===== config.mk =====
export PLATFORM = sky130hd
export DESIGN_NAME = ddr_frame_reader
export DESIGN_NICKNAME = d
export VERILOG_FILES = /design/src/rtl/ddr_frame_reader_pkg.sv /design/src/rtl/vb_sync2ff.sv /design/src/rtl/ddr_frame_reader.sv
export SDC_FILE = /design/constraint.sdc
export NUM_CORES = 1
export LEC_CHECK = 0
export BUFFER_PORTS_ARGS = -buffer_cell sky130_fd_sc_hd__clkbuf_2
export CAP_MARGIN = 40
export CORE_AREA = 2 2 437 439
export CTS_BUF_LIST = sky130_fd_sc_hd__clkbuf_8
export DETAILED_ROUTE_END_ITERATION = 10
export DIE_AREA = 0 0 439 441
export GPL_TIMING_DRIVEN = 0
export PLACE_DENSITY = 0.33
export SYNTH_ARGS = -nofsm -noshare
export SYNTH_HDL_FRONTEND = slang
export SYNTH_SLANG_ARGS = --single-unit

===== constraint.sdc =====
create_clock -name aclk -period 3 [get_ports aclk]
set_input_delay 0 -clock aclk [delete_from_list [all_inputs] [get_ports aclk]]
set_output_delay 0 -clock aclk [all_outputs]
set_load 0.005 [all_outputs]

===== src/rtl/ddr_frame_reader_pkg.sv =====
// Shared definitions for the DDR frame reader.
// Holds the FSM state encoding, line pitch, reset frame base, start
// delay and the beats-per-line helper used when a frame is latched.
package ddr_frame_reader_pkg;

    typedef enum logic [1:0] {
        ST_IDLE     = 2'd0,
        ST_AR_REQ   = 2'd1,
        ST_READING  = 2'd2,
        ST_LINE_CHK = 2'd3
    } state_t;

    localparam logic [23:0] LINE_GAP         = 24'h00_2000;
    localparam logic [7:0]  RESET_START_ADDR = 8'h78;
    localparam int          START_DELAY      = 5;
    localparam int          MAX_BEATS        = 256;

    // One beat carries 16 pixels; a line never exceeds one 256-beat burst.
    function automatic logic [8:0] calc_beats(input logic [15:0] hres);
        logic [15:0] per_line;
        per_line = hres >> 4;
        return (per_line > 16'(MAX_BEATS)) ? 9'(MAX_BEATS) : per_line[8:0];
    endfunction

endpackage


===== src/rtl/vb_sync2ff.sv =====
// Two-flop synchronizer for a single slow-changing level.
// Ports: aclk/aresetn destination clock and async active-low reset,
//        d asynchronous input, q synchronized output.
module vb_sync2ff (
    input  logic aclk,
    input  logic aresetn,
    input  logic d,
    output logic q
);

    logic meta;

    always_ff @(posedge aclk or negedge aresetn) begin
        if (!aresetn) begin
            meta <= 1'b0;
            q    <= 1'b0;
        end else begin
            meta <= d;
            q    <= meta;
        end
    end

endmodule


===== src/rtl/ddr_frame_reader.sv =====
// Reads one video frame from DDR over AXI, one burst per line, and streams
// the returned beats to a pixel sink with zero latency.
// Ports: aclk/aresetn clock and async active-low reset; enable_i,
//        frame_swap_i (toggle per frame request), frame_start_addr_i,
//        horiz/vert_resolution_i frame setup; AR* and R* AXI read channels;
//        pix_* stream to the sink with sof_o/eol_o qualifiers;
//        frame_done_o completion pulse; len_err_o sticky burst-length error.
//
// state       | meaning
// ST_IDLE     | waiting for a frame start (or a pending one)
// ST_AR_REQ   | presenting the line's read address until accepted
// ST_READING  | passing burst beats to the sink until RLAST
// ST_LINE_CHK | deciding between next line and end of frame
module ddr_frame_reader
    import ddr_frame_reader_pkg::*;
#(
    parameter int ADDRESS_WIDTH     = 32,
    parameter int FRAME_ADDR_LENGTH = 8,
    parameter int AXI_DATA_WIDTH    = 512
) (
    input  logic                         aclk,
    input  logic                         aresetn,
    input  logic                         enable_i,
    input  logic                         frame_swap_i,
    input  logic [FRAME_ADDR_LENGTH-1:0] frame_start_addr_i,
    input  logic [15:0]                  horiz_resolution_i,
    input  logic [15:0]                  vert_resolution_i,
    input  logic                         ARREADY,
    output logic                         ARVALID,
    output logic [ADDRESS_WIDTH-1:0]     ARADDR,
    output logic [7:0]                   ARLEN,
    input  logic [AXI_DATA_WIDTH-1:0]    RDATA,
    input  logic                         RVALID,
    input  logic                         RLAST,
    output logic                         RREADY,
    output logic [AXI_DATA_WIDTH-1:0]    pix_data_o,
    output logic                         pix_valid_o,
    input  logic                         pix_ready_i,
    output logic                         sof_o,
    output logic                         eol_o,
    output logic                         frame_done_o,
    output logic                         len_err_o
);

    state_t                       state, state_nx;
    logic                         swap_sync, swap_prev, swap_edge;
    logic [START_DELAY-1:0]       edge_dly;
    logic                         start, pending, go;
    logic [FRAME_ADDR_LENGTH-1:0] start_addr;
    logic [8:0]                   beats, beats_in, beat_cnt;
    logic [7:0]                   arlen;
    logic [23:0]                  line_off;
    logic [15:0]                  line_cnt;
    logic                         xfer, last_beat, more_lines;
    logic                         latch_frame, next_line, end_frame, done_nx;

    vb_sync2ff u_swap_sync (
        .aclk    (aclk),
        .aresetn (aresetn),
        .d       (frame_swap_i),
        .q       (swap_sync)
    );

    assign swap_edge  = swap_sync ^ swap_prev;
    assign start      = edge_dly[START_DELAY-1] & enable_i;
    assign go         = start | pending;
    assign beats_in   = calc_beats(horiz_resolution_i);
    assign xfer       = (state == ST_READING) & RVALID & pix_ready_i;
    assign last_beat  = (beat_cnt == beats - 9'd1);
    assign more_lines = ({1'b0, line_cnt} + 17'd1) < {1'b0, vert_resolution_i};

    assign ARADDR      = ADDRESS_WIDTH'({start_addr, line_off});
    assign ARLEN       = arlen;
    assign pix_data_o  = RDATA;
    assign pix_valid_o = (state == ST_READING) & RVALID;
    assign sof_o       = pix_valid_o & (line_cnt == 16'd0) & (beat_cnt == 9'd0);
    assign eol_o       = pix_valid_o & last_beat;

    always_ff @(posedge aclk or negedge aresetn) begin
        if (!aresetn) begin
            swap_prev <= 1'b0;
            edge_dly  <= '0;
            pending   <= 1'b0;
        end else begin
            swap_prev <= swap_sync;
            edge_dly  <= {edge_dly[START_DELAY-2:0], swap_edge};
            // IDLE always consumes a start; elsewhere keep one, drop extras.
            if (state == ST_IDLE) begin
                pending <= 1'b0;
            end else if (start) begin
                pending <= 1'b1;
            end
        end
    end

    always_ff @(posedge aclk or negedge aresetn) begin
        if (!aresetn) begin
            state <= ST_IDLE;
        end else begin
            state <= state_nx;
        end
    end

    always_comb begin
        state_nx    = state;
        latch_frame = 1'b0;
        next_line   = 1'b0;
        end_frame   = 1'b0;
        done_nx     = 1'b0;
        ARVALID     = 1'b0;
        RREADY      = 1'b0;
        case (state)
            ST_IDLE: begin
                if (go) begin
                    latch_frame = 1'b1;
                    if ((beats_in != 9'd0) && (vert_resolution_i != 16'd0)) begin
                        state_nx = ST_AR_REQ;
                    end else begin
                        done_nx = 1'b1;
                    end
                end
            end
            ST_AR_REQ: begin
                ARVALID = 1'b1;
                if (ARREADY) begin
                    state_nx = ST_READING;
                end
            end
            ST_READING: begin
                RREADY = pix_ready_i;
                if (xfer && RLAST) begin
                    state_nx = ST_LINE_CHK;
                end
            end
            ST_LINE_CHK: begin
                if (more_lines && enable_i) begin
                    next_line = 1'b1;
                    state_nx  = ST_AR_REQ;
                end else begin
                    end_frame = 1'b1;
                    done_nx   = !more_lines;
                    state_nx  = ST_IDLE;
                end
            end
            default: state_nx = ST_IDLE;
        endcase
    end

    always_ff @(posedge aclk or negedge aresetn) begin
        if (!aresetn) begin
            start_addr   <= FRAME_ADDR_LENGTH'(RESET_START_ADDR);
            beats        <= '0;
            arlen        <= '0;
            line_off     <= '0;
            line_cnt     <= '0;
            beat_cnt     <= '0;
            frame_done_o <= 1'b0;
            len_err_o    <= 1'b0;
        end else begin
            if (latch_frame) begin
                start_addr <= frame_start_addr_i;
                beats      <= beats_in;
                arlen      <= 8'(beats_in - 9'd1);
                line_off   <= '0;
                line_cnt   <= '0;
            end else if (next_line) begin
                line_off <= line_off + LINE_GAP;
                line_cnt <= line_cnt + 16'd1;
            end else if (end_frame) begin
                line_off <= '0;
                line_cnt <= '0;
            end
            if (xfer) begin
                beat_cnt <= RLAST ? 9'd0 : beat_cnt + 9'd1;
            end
            // RLAST and the expected last beat must coincide exactly.
            if (xfer && (RLAST != last_beat)) begin
                len_err_o <= 1'b1;
            end
            frame_done_o <= done_nx;
        end
    end

endmodule


==> summary.md <==
The flow ran to the end, but the final reports show violations. The checks that failed: setup timing. The via count of the first global-routing pass is 8374, and the DRC marker count from the first detailed-route iteration is 432. The setup slack of the critical path after layout is -0.160 ns, and the final worst clock skew is 0.0195 ns. IR analysis of the VDD net gives a maximum drop of 0.246 mV. Routability-driven placement finished with a final weighted congestion of 0.906. The overall fraction of global-route tracks in use is 6.47%. TritonCTS built the clock tree. The type of the worst min-delay path is input port to flop.

The depth of the most critical reg-to-reg path came out at 15. The sequential share of the synthesized area was 21.8%. The area share of the largest cell type after synthesis is 46.6%. The total overflow left after global routing is 0.

The synthesized design contains 0 enable-type register cells. The mean instance size in the synthesized netlist was 8.34 sq um; the met2 layer usage reported by global route was 9.74%. Ranked by total cell area, the synthesized netlist is headed by buf_4, dfrtp_1, ha_1. The core region is 0.189 sq mm. The most common library cell in the layout ignoring fill and taps was clkbuf_2. The die is 441 microns tall. Number of filler cells placed in the layout: 22135.

Counting along the longest clock path gives a buffer depth of 2. Launching point of the worst reg2reg path: line_cnt[1]. The first TritonRoute pass finished after 5 iterations. By startpoint and endpoint, the worst setup path is classified as flop to flop. For the global-route wire length before repair, the log shows 82400 microns. The max-capacitance violation count came out at 0.

The average wire length per cell after detail routing is 16.2 microns. Setup repair after global routing could not meet its margin everywhere. The logs give 0 for the number of synthesis warnings and 7.65 nW for the leakage power figure. The count of nets left with antenna violations once routing finished came out at 0. Dividing the detail-routed via count by the number of cells gives 2.15.

The number of H-tree levels came out at 3. The area of the die is 0.194 sq mm, and the count of port buffers added during placement is 589. The met1 capacity usage during global routing was 7.81%.

Along the worst hold path, the cell count comes to 4. For this configuration, the core starts out at a cell density of 4.49%. The startpoint identified for the worst hold timing path is horiz_resolution_i[14].

The run gives 28 as the number of setup violations in the final report. For this design the top-level I/O count stands at 1119. At the pin with the least slew margin, the transition time is 0.711 ns. For the number of standard cells after synthesis, the log shows 1019. In the synthesized netlist the dominant register cell turns out to be dfrtp_1. After synthesis, the netlist uses 57 different library cells. Root cell of the clock tree: clkbuf_8.

Detailed placement ended at an HPWL of 61900 microns. STA puts the critical path data required time at 3.32 ns. The number of buffers inserted during clock tree synthesis is 9, and the clock-pin slew of the registers on the worst-case setup and hold paths is 0.11 ns. The smallest clock period supported by the final layout is computed as 3.16 ns. The async set or reset register ratio after synthesis was 100%. Of the cells placed in the final design, the portion with a size suffix greater than 1 is 72.9%. Wires add up to 68100 microns. After detailed routing, the number of remaining DRC violations is 0. The clock insertion delay at the later pin of the skew report was 0.42 ns.

The run gives 0 as the number of pins exceeding their max-slew limit in the final report. Setup slack on the worst reg-to-reg path comes out at -0.16 ns. The tools report the endpoint of the worst hold path as beats[2]. Relative to the synthesized area, the layout overhead comes to 86.3%. The synthesized design contains 74 register bits. Headroom to the max-slew limit came out at 52.6%. STA classifies the critical path startpoint as a flop. The floorplan has 160 rows. Global routing consumed, on the met3 layer, 3.67% of the routing resources.

For the worst setup path, the data arrival time is 3.48 ns. Timing would allow up to 316 MHz. In this run the power density over the cells is 330 mW/mm^2. The die boundary width came out at 439 microns.

Along the worst path, the maximum fanout reaches 6. Hold is met by 0.0309 ns. Total standard cell area after synthesis: 0.00850 sq mm. Routing layer with the top usage in global route: met2. In the layout the commonest cells are clkbuf_2, buf_4, nand2_1, dfrtp_1, inv_1. Detailed routing inserted a total of 9076 vias.

End of the worst register-to-register path: line_cnt[15]. The worst setup path is captured at a flop. Cells fill 8.37% of the core in the end. The logs give 0 for the number of endpoints with negative hold slack in the final report and 2282 for the final net count. The tools report the initial antenna violation count as 32. The final critical path takes up 105% of the cycle.

The synthesized design spends more area on one cell type than any other, namely buf_4. The run gives 74 as the number of clock sinks seen by CTS. The largest net degree at the start of global routing is 39.
-- sequential cells by signal, indices dropped and copies added (netlist names) --
signal and count:
beats 9, u_swap_sync.meta 1, pending 1, line_off 11, beat_cnt 9, edge_dly 5
len_err_o 1, frame_done_o 1, start_addr 8, line_cnt 16, state 2, swap_prev 1
ARLEN 8, u_swap_sync.q 1
-- worst max path at each step --
stage	from	end	slack (ns)	depth (start not counted)
2_1_floorplan	line_cnt[1]	line_cnt[3]	0.06	13
4_1_cts	line_cnt[1]	line_cnt[8]	-0.12	15
5_1_grt	line_cnt[1]	line_cnt[7]	-0.34	15
3_5_place_dp	line_cnt[0]	line_cnt[0]	-0.78	13
6_report	line_cnt[1]	line_cnt[15]	-0.16	15
3_3_place_gp	line_cnt[0]	line_cnt[0]	-0.79	13
-- synth_stat cells (4+ instances only) --
cell	n
nor2b_1	7
nand3b_1	8
nor4_1	14
dfstp_2	4
or3_1	7
a22o_1	11
ha_1	27
o211ai_1	4
and2_1	4
nor2_1	21
nand4_1	9
o311ai_0	5
a221o_1	4
clkbuf_1	13
a31oi_1	7
nor3_1	10
a211oi_1	6
buf_4	528
xnor2_1	22
nor4b_1	4
a21o_1	4
nand2_1	68
nand3_1	21
dfrtp_1	70
o21ai_0	27
inv_1	30
and3_1	10
a21oi_1	13
xor2_1	12
o21a_1	8
-- repair_timing --
item | in CTS | in global routing
hold buffers | 25 | 0
hold endpoints to repair | 61 | 0
gates cloned | 1 | 1
gates resized for setup | 57 | 26
setup endpoints to repair | 30 | 30
setup buffers | 26 | 9
pin swaps | 26 | 22
-- critical path, stage by stage, from the launching register on --
cell,delay [ns]
dfrtp_1,0.44
buf_6,0.12
and3_4,0.18
nor2b_4,0.19
nand4_1,0.15
xnor2_2,0.23
ha_2,0.21
a21oi_2,0.05
o211ai_1,0.26
buf_4,0.18
a41oi_4,0.04
a211oi_4,0.38
buf_4,0.20
nor2_4,0.06
clkbuf_16,0.17
a22o_1,0.19
-- cell type report --
type | count | area [sq um] | area share, %
multi-input combinational | 379 | 2810 | 17.7
antenna | 7 | 17.5 | 0.111
clock buffer | 9 | 124 | 0.782
tap | 2511 | 3140 | 19.8
clock inverter | 7 | 124 | 0.782
inverter | 30 | 113 | 0.711
timing repair buffer | 654 | 3560 | 22.5
sequential | 74 | 1860 | 11.8
buffer | 547 | 4090 | 25.8
-- metal layers --
layer / part of all wire [%] / wire (microns)
met1: 40 / 27500
met3: 12 / 8250
met5: 0.67 / 454
met2: 45 / 30500
met4: 2.1 / 1440
-- per-stage QoR --
step	cells	setup WS [ns]	setup TNS, ns	area [sq um]	total power [mW]
2_1_floorplan	1031	0.0608	0	8550	2.75
3_5_place_dp	4134	-0.783	-20.27	14700	4.12
3_3_place_gp	4131	-0.789	-22.50	14600	4.11
5_1_grt	4215	-0.338	-8.46	15800	5.65
4_1_cts	4202	-0.119	-2.41	15600	5.34
6_report	4218	-0.160	-2.83	15800	5.23
-- report_power, final --
group	total, mW	internal, mW	leakage [nW]	switching (mW)
clock network	1.05	0.560	0.120	0.485
registers	1.38	1.21	0.929	0.176
logic	2.80	1.27	6.60	1.53
-- kinds of logic after synthesis --
group	synth area share (%)
other	0.0441
XOR/XNOR	3.50
buffers and inverters	49.1
adder cells (fa/ha/maj)	3.97
AO/OA/AOI/OAI	8.28
flip-flops	21.8
multiplexers	0.132
AND/OR/NAND/NOR	13.2
No activity file was read; power rests on OpenSTA's default activity.
